==> src/rtl/axi_lite_master_pkg.sv <==
// Shared AXI-Lite definitions: response codes and the master's state encoding.
package axi_lite_master_pkg;

    localparam logic [1:0] RESP_OKAY   = 2'b00;
    localparam logic [1:0] RESP_EXOKAY = 2'b01;
    localparam logic [1:0] RESP_SLVERR = 2'b10;
    localparam logic [1:0] RESP_DECERR = 2'b11;

    typedef enum logic [1:0] {
        ST_IDLE,
        ST_WRITE,
        ST_READ
    } master_state_t;

endpackage

==> src/rtl/axi_lite_master.sv <==
// AXI-Lite initiator: turns a single req/ready user request into one AXI-Lite
// read or write transaction, reporting read data and response with a done pulse.
module axi_lite_master #(
    parameter int AXI_ADDR_WIDTH = 20,
    parameter int AXI_DATA_WIDTH = 16
) (
    input  logic                              clk,
    input  logic                              reset,

    input  logic                              req,
    input  logic                              write_enable,
    input  logic [AXI_ADDR_WIDTH-1:0]         addr,
    input  logic [AXI_DATA_WIDTH-1:0]         write_data,
    input  logic [(AXI_DATA_WIDTH+7)/8-1:0]   write_strb,
    output logic                              ready,
    output logic                              done,
    output logic [AXI_DATA_WIDTH-1:0]         read_data,
    output logic [1:0]                        resp,

    output logic [AXI_ADDR_WIDTH-1:0]         m_axi_awaddr,
    output logic                              m_axi_awvalid,
    input  logic                              m_axi_awready,

    output logic [AXI_DATA_WIDTH-1:0]         m_axi_wdata,
    output logic [(AXI_DATA_WIDTH+7)/8-1:0]   m_axi_wstrb,
    output logic                              m_axi_wvalid,
    input  logic                              m_axi_wready,

    input  logic [1:0]                        m_axi_bresp,
    input  logic                              m_axi_bvalid,
    output logic                              m_axi_bready,

    output logic [AXI_ADDR_WIDTH-1:0]         m_axi_araddr,
    output logic                              m_axi_arvalid,
    input  logic                              m_axi_arready,

    input  logic [AXI_DATA_WIDTH-1:0]         m_axi_rdata,
    input  logic [1:0]                        m_axi_rresp,
    input  logic                              m_axi_rvalid,
    output logic                              m_axi_rready
);

    import axi_lite_master_pkg::*;

    master_state_t state;
    logic          aw_done;
    logic          w_done;

    always_ff @(posedge clk) begin
        done <= 1'b0;
        if (reset) begin
            state         <= ST_IDLE;
            ready         <= 1'b1;
            read_data     <= '0;
            resp          <= RESP_OKAY;
            m_axi_awaddr  <= '0;
            m_axi_awvalid <= 1'b0;
            m_axi_wdata   <= '0;
            m_axi_wstrb   <= '0;
            m_axi_wvalid  <= 1'b0;
            m_axi_bready  <= 1'b0;
            m_axi_araddr  <= '0;
            m_axi_arvalid <= 1'b0;
            m_axi_rready  <= 1'b0;
            aw_done       <= 1'b0;
            w_done        <= 1'b0;
        end else begin
            case (state)
                ST_IDLE: begin
                    ready <= 1'b1;
                    if (req) begin
                        ready <= 1'b0;
                        if (write_enable) begin
                            state         <= ST_WRITE;
                            m_axi_awaddr  <= addr;
                            m_axi_wdata   <= write_data;
                            m_axi_wstrb   <= write_strb;
                            m_axi_awvalid <= 1'b1;
                            m_axi_wvalid  <= 1'b1;
                            m_axi_bready  <= 1'b1;
                            aw_done       <= 1'b0;
                            w_done        <= 1'b0;
                        end else begin
                            state         <= ST_READ;
                            m_axi_araddr  <= addr;
                            m_axi_arvalid <= 1'b1;
                            m_axi_rready  <= 1'b1;
                        end
                    end
                end

                ST_WRITE: begin
                    if (!aw_done && m_axi_awvalid && m_axi_awready) begin
                        m_axi_awvalid <= 1'b0;
                        aw_done       <= 1'b1;
                    end
                    if (!w_done && m_axi_wvalid && m_axi_wready) begin
                        m_axi_wvalid <= 1'b0;
                        w_done       <= 1'b1;
                    end
                    // B completes the write even if it lands with the last AW/W handshake
                    if (m_axi_bready && m_axi_bvalid) begin
                        resp          <= m_axi_bresp;
                        m_axi_bready  <= 1'b0;
                        m_axi_awvalid <= 1'b0;
                        m_axi_wvalid  <= 1'b0;
                        done          <= 1'b1;
                        ready         <= 1'b1;
                        state         <= ST_IDLE;
                    end
                end

                ST_READ: begin
                    if (m_axi_arvalid && m_axi_arready) begin
                        m_axi_arvalid <= 1'b0;
                    end
                    if (m_axi_rready && m_axi_rvalid) begin
                        read_data     <= m_axi_rdata;
                        resp          <= m_axi_rresp;
                        m_axi_rready  <= 1'b0;
                        m_axi_arvalid <= 1'b0;
                        done          <= 1'b1;
                        ready         <= 1'b1;
                        state         <= ST_IDLE;
                    end
                end

                default: begin
                    state <= ST_IDLE;
                    ready <= 1'b1;
                end
            endcase
        end
    end

endmodule

==> config.mk <==
export PLATFORM = sky130hd
export DESIGN_NAME = axi_lite_master
export DESIGN_NICKNAME = d
export VERILOG_FILES = /design/src/rtl/axi_lite_master_pkg.sv /design/src/rtl/axi_lite_master.sv
export SDC_FILE = /design/constraint.sdc
export NUM_CORES = 1
export LEC_CHECK = 0
export ABC_AREA = 1
export CELL_PAD_IN_SITES_DETAIL_PLACEMENT = 0
export CELL_PAD_IN_SITES_GLOBAL_PLACEMENT = 2
export CORE_MARGIN = 2
export CORE_UTILIZATION = 19
export DETAILED_ROUTE_END_ITERATION = 8
export PLACE_DENSITY = 0.83
export SLEW_MARGIN = 20
export SYNTH_ARGS = -nofsm -noshare
export SYNTH_HDL_FRONTEND = slang
export SYNTH_SLANG_ARGS = --single-unit
==> constraint.sdc <==
create_clock -name clk -period 1.25 [get_ports clk]
set_input_delay 0.25 -clock clk [delete_from_list [all_inputs] [get_ports clk]]
set_output_delay 0.25 -clock clk [all_outputs]
set_load 0.005 [all_outputs]
==> impl_metrics.py, run 1 <==
metrics = {
    "cells_and_area": {
        "n_fill_cell": 1736,
        "antenna_cells": 0,
        "final_cell_area_um2": 5710,
        "area_growth_pct": 78.6,
        "final_cell_mix": "nand2_1 (110), dlygate4sd2_1 (79), dfxtp_1 (66)",
        "drive_above_1_share_pct": 18.6,
        "fin_nets": 667,
        "final_common_cell": "nand2_1",
    },
    "floorplan": {
        "die_x_um": 134,
        "dieArea_um2": 17900,
        "coreArea_um2": 16500,
        "die_height_um": 134,
        "initial_core_util_pct": 19.4,
        "ios": 150,
        "rows": 47,
    },
    "synthesis": {
        "synth-simple-area-share_pct": 21.3,
        "yosys.area_share.adder_pct": 1.17,
        "synth_top_family_by_area": "simple AND/OR/NAND/NOR gates",
        "synth_cell_types": 16,
        "syn_inst": 421,
        "yosys_warnings": 0,
        "syn_nets": 491,
        "synth_seq_cells": 87,
        "synthXorXnorAreaFrac_pct": 0,
        "synth_mux_area_share_pct": 0,
        "seq_area_frac_synth_pct": 54.5,
        "synth_compound_area_share_pct": 16.0,
        "synthesis.area_um2": 3200,
        "avgSynthCellArea_um2": 7.60,
    },
    "cts": {
        "clock_sinks": 87,
        "cts_tree": "done",
        "htree_levels": 3,
        "clockRootBuffer": "clkbuf_16",
        "cts_buffers": 9,
        "clk_latency_ns": 0.35,
        "path_clk_slew_ns": 0.06,
        "clk_path_buf_depth": 2,
    },
    "timing": {
        "tns_ns": -1.24,
        "tightest_slew_ns": 0.234,
        "max-slew-margin-rel_pct": 84.4,
        "period_needed_ns": 1.30,
        "setup_ws_ns": -0.0549,
        "setup_violations": 39,
        "max_clock_freq_ghz": 0.766,
        "clock_skew_ns": 0.0107,
        "rsz0062_at_grt": "yes",
        "post-route-period-util_pct": 104,
        "report.final.slew_viol_count": 0,
        "hold_violations": 0,
    },
    "detailed_routing": {
        "totalWireLength_um": 11100,
        "wire_per_inst_um": 13.5,
        "met1_length_um": 4450,
        "routed_via_density": 4.06,
        "route.detailed.drc": 0,
        "route.met2.wl_um": 5590,
        "dr.pass1.iters": 4,
        "wl_met3_um": 885,
        "drt-initial-drc-count": 82,
        "postRouteAntennaNets": 0,
        "top_layer_used": "met4",
        "vias": 3337,
    },
    "grt": {
        "grt_usage_pct": 12.0,
        "grt_max_degree": 47,
        "antenna_found_initial": 0,
        "grt_pass1_wl_um": 16700,
        "grt_pass1_vias": 3385,
        "overflow": 0,
    },
    "setup_path": {
        "cp.required_ns": 1.48,
        "crit_path_max_fanout": 10,
        "reg2reg_depth": 7,
        "crit_path_top_delay_cell": "dfxtp_2",
        "path_cells": "inv_2 -> ha_4 -> nand3_4 -> buf_8 -> clkbuf_16 -> nand2_1 -> a21oi_1",
        "slowest_delay_ns": 0.32,
        "rrSetupSlack_ns": -0.05,
        "rr_endpoint": "m_axi_wdata[4]",
        "start_kind": "flop",
        "cp-end-kind": "flop",
        "rr_startpoint": "state[1]",
        "arrival_ns": 1.53,
        "worst-setup-path-type": "reg2reg",
    },
    "min_path": {
        "holdPathEnd": "m_axi_awaddr[7]",
        "hold_depth": 3,
        "min_from": "reset",
        "hold_class": "in2reg",
    },
    "place": {
        "placed_area_um2": 5190,
        "port-buffer-count": 149,
        "place_congestion": 0.756,
        "dpl.hpwl_um": 7840,
    },
    "status": {
        "status": "finished, violations left",
        "violations": "setup timing",
    },
    "pwr": {
        "power_uw": 7040,
        "ir_drop_uv": 617,
        "p_leak_uw": 0.00249,
        "p_per_area_nw_per_um2": 1230,
    },
    "job": {
        "cap_violations": 0,
    },
}
how the worst max path moves through the flow:
stage	endpoint	startpoint	slack, ns	cells after the start
2_1_floorplan	read_data[0]	state[0]	-0.002	5
3_3_place_gp	m_axi_araddr[1]	req	-0.25	6
3_5_place_dp	m_axi_araddr[17]	req	-0.29	6
4_1_cts	m_axi_wdata[1]	state[0]	-0.05	7
5_1_grt	m_axi_wstrb[0]	state[0]	-0.11	7
6_report	m_axi_wdata[4]	state[1]	-0.05	7
metrics by stage:
stage	util [%]	hold slack, ns	setup WS (ns)	cells
2_1_floorplan	-	0.393	-0.00160	421
3_3_place_gp	31.4	0.432	-0.253	800
3_5_place_dp	31.4	0.434	-0.294	800
4_1_cts	33.5	0.356	-0.0475	818
5_1_grt	34.6	0.369	-0.114	822
6_report	34.6	0.358	-0.0549	822
metal layers:
metal	vias up	track usage (%)
li1	1693	-
met1	1522	11.9
met2	105	21.8
met3	17	5.21
met4	0	5.26
met5	-	0
power by group:
part	internal (uW)	switching [uW]	total (uW)	leakage, uW
registers	2940	88.3	3030	0.000719
logic	682	562	1240	0.00163
clock network	1570	1200	2770	0.000143
critical path, delay by kind of cell (launching register included):
family	cells	cell delay [ns]
AO/OA/AOI/OAI	1	0.06
adder cells (fa/ha/maj)	1	0.18
buffers and inverters	3	0.42
flip-flops	1	0.32
AND/OR/NAND/NOR	2	0.21
logic make-up (layout without fill, tap and decap cells):
kind of cell | after synthesis | count (layout)
simple gates | 175 | 175
fa+ha+maj | 3 | 3
buf+inv | 54 | 235
compound gates | 102 | 102
flops | 87 | 87
flip-flops by register name, indices dropped and copies added, names as in the netlist, 2 cells and up:
register and cells:
state 2, resp 2, read_data 16, m_axi_araddr 20, m_axi_awaddr 20, m_axi_wdata 16
m_axi_wstrb 2
synth_stat cells:
| cell | count | area [um2] |
|---|---|---|
| nand2_1 | 119 | 447 |
| dfxtp_1 | 87 | 1740 |
| a21oi_1 | 64 | 320 |
| nor2_1 | 45 | 169 |
| o21ai_0 | 37 | 185 |
| inv_1 | 29 | 109 |
| clkbuf_1 | 10 | 37.5 |
| nand3_1 | 8 | 40.0 |
| buf_2 | 7 | 35.0 |
| buf_4 | 4 | 30.0 |
| buf_1 | 3 | 11.3 |
| ha_1 | 3 | 37.5 |
| nand3_2 | 2 | 20.0 |
| inv_2 | 1 | 3.75 |
| o21ai_1 | 1 | 5.00 |
| or2_2 | 1 | 6.26 |
area by class of cell:
cell class                      instances  area [um2]  share of cell area, %
Clock buffer                            9         225                   3.94
Clock inverter                          7        80.1                   1.40
Tap cell                              220         275                   4.82
Sequential cell                        87        1770                   30.9
Inverter                               30         128                   2.23
Multi-Input combinational cell        280        1380                   24.1
Timing Repair Buffer                  189        1860                   32.5
what timing repair did:
item,in CTS,in global routing
hold buffers,0,0
endpoints found under the setup margin,170,88
gates resized for setup,131,56
gates cloned,0,3
setup buffers,2,1
pin swaps,10,5
(Power assumes the default switching activity.)
==> run 2: changes to the inputs <==
ABC_AREA = default   (was 1)
CORE_UTILIZATION = 20   (was 19)
PLACE_DENSITY = 0.85   (was 0.83)
==> run 2 against run 1 <==
Effect of this change: critical path type unchanged; clock-buffer cell count up 2; setup slack got worse by 0.25 ns; the flow still finishes with violations (setup timing); core utilization is 9.8 points higher; sequential cell count unchanged; total power is 10% higher; hold slack got worse by 0.18 ns; critical path depth down 1.
==> impl_metrics.py, run 2 <==
metrics = {
    "status": {
        "status": "finished, violations left",
        "violations": "setup timing",
    },
    "detailed_routing": {
        "drt-initial-drc-count": 56,
        "vias": 3572,
        "wire_per_inst_um": 15.7,
        "postRouteAntennaNets": 0,
        "dr.pass1.iters": 4,
        "routed_via_density": 4.39,
        "route.detailed.drc": 0,
        "totalWireLength_um": 12800,
    },
    "place": {
        "dpl.hpwl_um": 7370,
        "place_congestion": 0.784,
        "port-buffer-count": 149,
    },
    "floorplan": {
        "die_height_um": 131,
        "rows": 46,
        "die_x_um": 131,
        "initial_core_util_pct": 20.4,
        "dieArea_um2": 17100,
        "coreArea_um2": 15800,
        "ios": 150,
    },
    "synthesis": {
        "synth-edff-count": 0,
        "synthesis.area_um2": 3210,
        "synth_seq_cells": 87,
        "netlist_top_cells_area": "dfxtp_1 (54%), nand2_1 (17%), a21oi_1 (12%)",
        "seq_area_frac_synth_pct": 54.2,
        "syn_inst": 400,
        "ys.flop_type": "dfxtp_1",
        "post-synth-top-area-fraction_pct": 54.2,
        "avgSynthCellArea_um2": 8.04,
        "synth_cell_types": 31,
        "synthArstFlopShare_pct": 0,
        "yosysTopAreaCell": "dfxtp_1",
        "yosys_warnings": 0,
        "synth_most_common_cell": "nand2_1",
        "syn_nets": 470,
        "synthTopCellsByCount": "nand2_1 (149), dfxtp_1 (87), a21oi_1 (78), clkbuf_1 (17), buf_2 (9)",
    },
    "cts": {
        "htree_levels": 3,
        "clock_sinks": 87,
        "clockRootBuffer": "clkbuf_16",
        "cts_buffers": 9,
        "path_clk_slew_ns": 0.07,
        "clk_latency_ns": 0.35,
        "clk_path_buf_depth": 2,
        "cts_tree": "done",
    },
    "cells_and_area": {
        "drive_above_1_share_pct": 48.7,
        "fin_nets": 662,
        "final_cell_mix": "dlygate4sd2_1 (75), a21oi_2 (73), nand2_4 (69)",
        "area_growth_pct": 118,
        "final_common_cell": "dlygate4sd2_1",
        "final_util_pct": 44.4,
        "reg_top3": "m_axi_araddr (20), m_axi_awaddr (20)",
        "antenna_cells": 0,
    },
    "timing": {
        "tightest_slew_ns": 0.319,
        "rsz0062_at_grt": "yes",
        "setup_violations": 87,
        "max_clock_freq_ghz": 0.643,
        "max-slew-margin-rel_pct": 78.5,
        "report.final.slew_viol_count": 0,
        "clock_skew_ns": 0.00845,
        "setup_ws_ns": -0.304,
        "post-route-period-util_pct": 124,
        "period_needed_ns": 1.55,
        "hold_violations": 0,
    },
    "setup_path": {
        "cp.required_ns": 1.49,
        "crit_path_max_fanout": 4,
        "arrival_ns": 1.80,
        "worst-setup-path-type": "reg2reg",
        "reg2reg_depth": 6,
        "start_kind": "flop",
        "cp-end-kind": "flop",
    },
    "grt": {
        "overflow": 0,
        "grt_pass1_vias": 3642,
        "antenna_found_initial": 0,
        "grt_max_degree": 42,
        "grt_usage_pct": 14.7,
        "grt_pass1_wl_um": 19000,
    },
    "job": {
        "cap_violations": 0,
    },
    "pwr": {
        "p_per_area_nw_per_um2": 1110,
        "p_leak_uw": 0.00308,
        "ir_drop_uv": 577,
        "power_uw": 7750,
    },
    "min_path": {
        "hold_depth": 2,
        "hold_class": "in2reg",
    },
}
run 2: cell types whose count changed after synthesis, moves of 6 or more:
cell	change
nor2_1	-42
o21ai_0	-33
nand2_1	+30
inv_1	-23
a21oi_1	+14
clkbuf_1	+7
a31oi_1	+6
nand3_1	-6
run 2: report_power, final:
group,total [uW],switching [uW],internal [uW]
combinational,1790,823,970
sequential,3020,100,2920
clock,2930,1130,1810
total,7750,2050,5700
run 2: path summary, 6_finish.rpt:
kind             startpoint        endpoint  slack (ns)
min                   reset        state[1]        0.18
max reg2reg        state[0]        state[0]       -0.30
min reg2reg  m_axi_wdata[1]  m_axi_wdata[1]        0.45
max                state[0]        state[0]       -0.30
run 2: metrics by stage:
| step | cells | cell area (um2) | setup WS [ns] | hold slack, ns | setup TNS (ns) |
|---|---|---|---|---|---|
| 6_report | 813 | 7000 | -0.304 | 0.182 | -14.44 |
| 5_1_grt | 813 | 7000 | -0.357 | 0.186 | -18.25 |
| 4_1_cts | 815 | 6490 | -0.232 | 0.140 | -13.93 |
| 3_5_place_dp | 765 | 5190 | -0.404 | 0.446 | -26.23 |
| 3_3_place_gp | 765 | 5190 | -0.405 | 0.442 | -23.67 |
| 2_1_floorplan | 400 | 3270 | -0.216 | 0.359 | -5.35 |
run 2: worst max-delay path: stages, from the launching register on:
cell and delay (ns):
dfxtp_4 0.37, inv_6 0.08, ha_4 0.17, buf_6 0.11, nand3_4 0.09, or4_4 0.54, o31ai_2 0.09
run 2: layout make-up:
type                            count  area, um2
Tap cell                          216        270
Multi-Input combinational cell    281       2360
Clock inverter                      5       81.3
Clock buffer                       11        243
Inverter                            6       30.0
Sequential cell                    87       1780
Timing Repair Buffer              207       2240
Fill cell                        1534       8770
run 2: kinds of logic after synthesis:
group	count (synthesis)	share of synthesized area [%]
buf+inv	34	4.55
simple gates	172	21.8
compound gates	102	17.7
flops	87	54.2
fa+ha+maj	3	1.17
mux	2	0.623
run 2: what timing repair did:
action / 4_1_cts / 5_1_grt
pin swaps: 68 / 79
resized for setup: 237 / 175
hold buffers: 0 / 0
gates cloned: 12 / 2
endpoints found under the setup margin: 170 / 93
buffers inserted: 24 / 2
endpoints found under the hold margin: 0 / 0
run 2: layer usage:
metal / vias to the layer above / GRT usage (%) / wire length (um)
met3: 20 / 4.93 / 988
met4: 0 / 6.13 / 289
met2: 114 / 26.7 / 6600
met1: 1719 / 15.7 / 4900
li1: 1719 / - / -
met5: - / 0 / 0
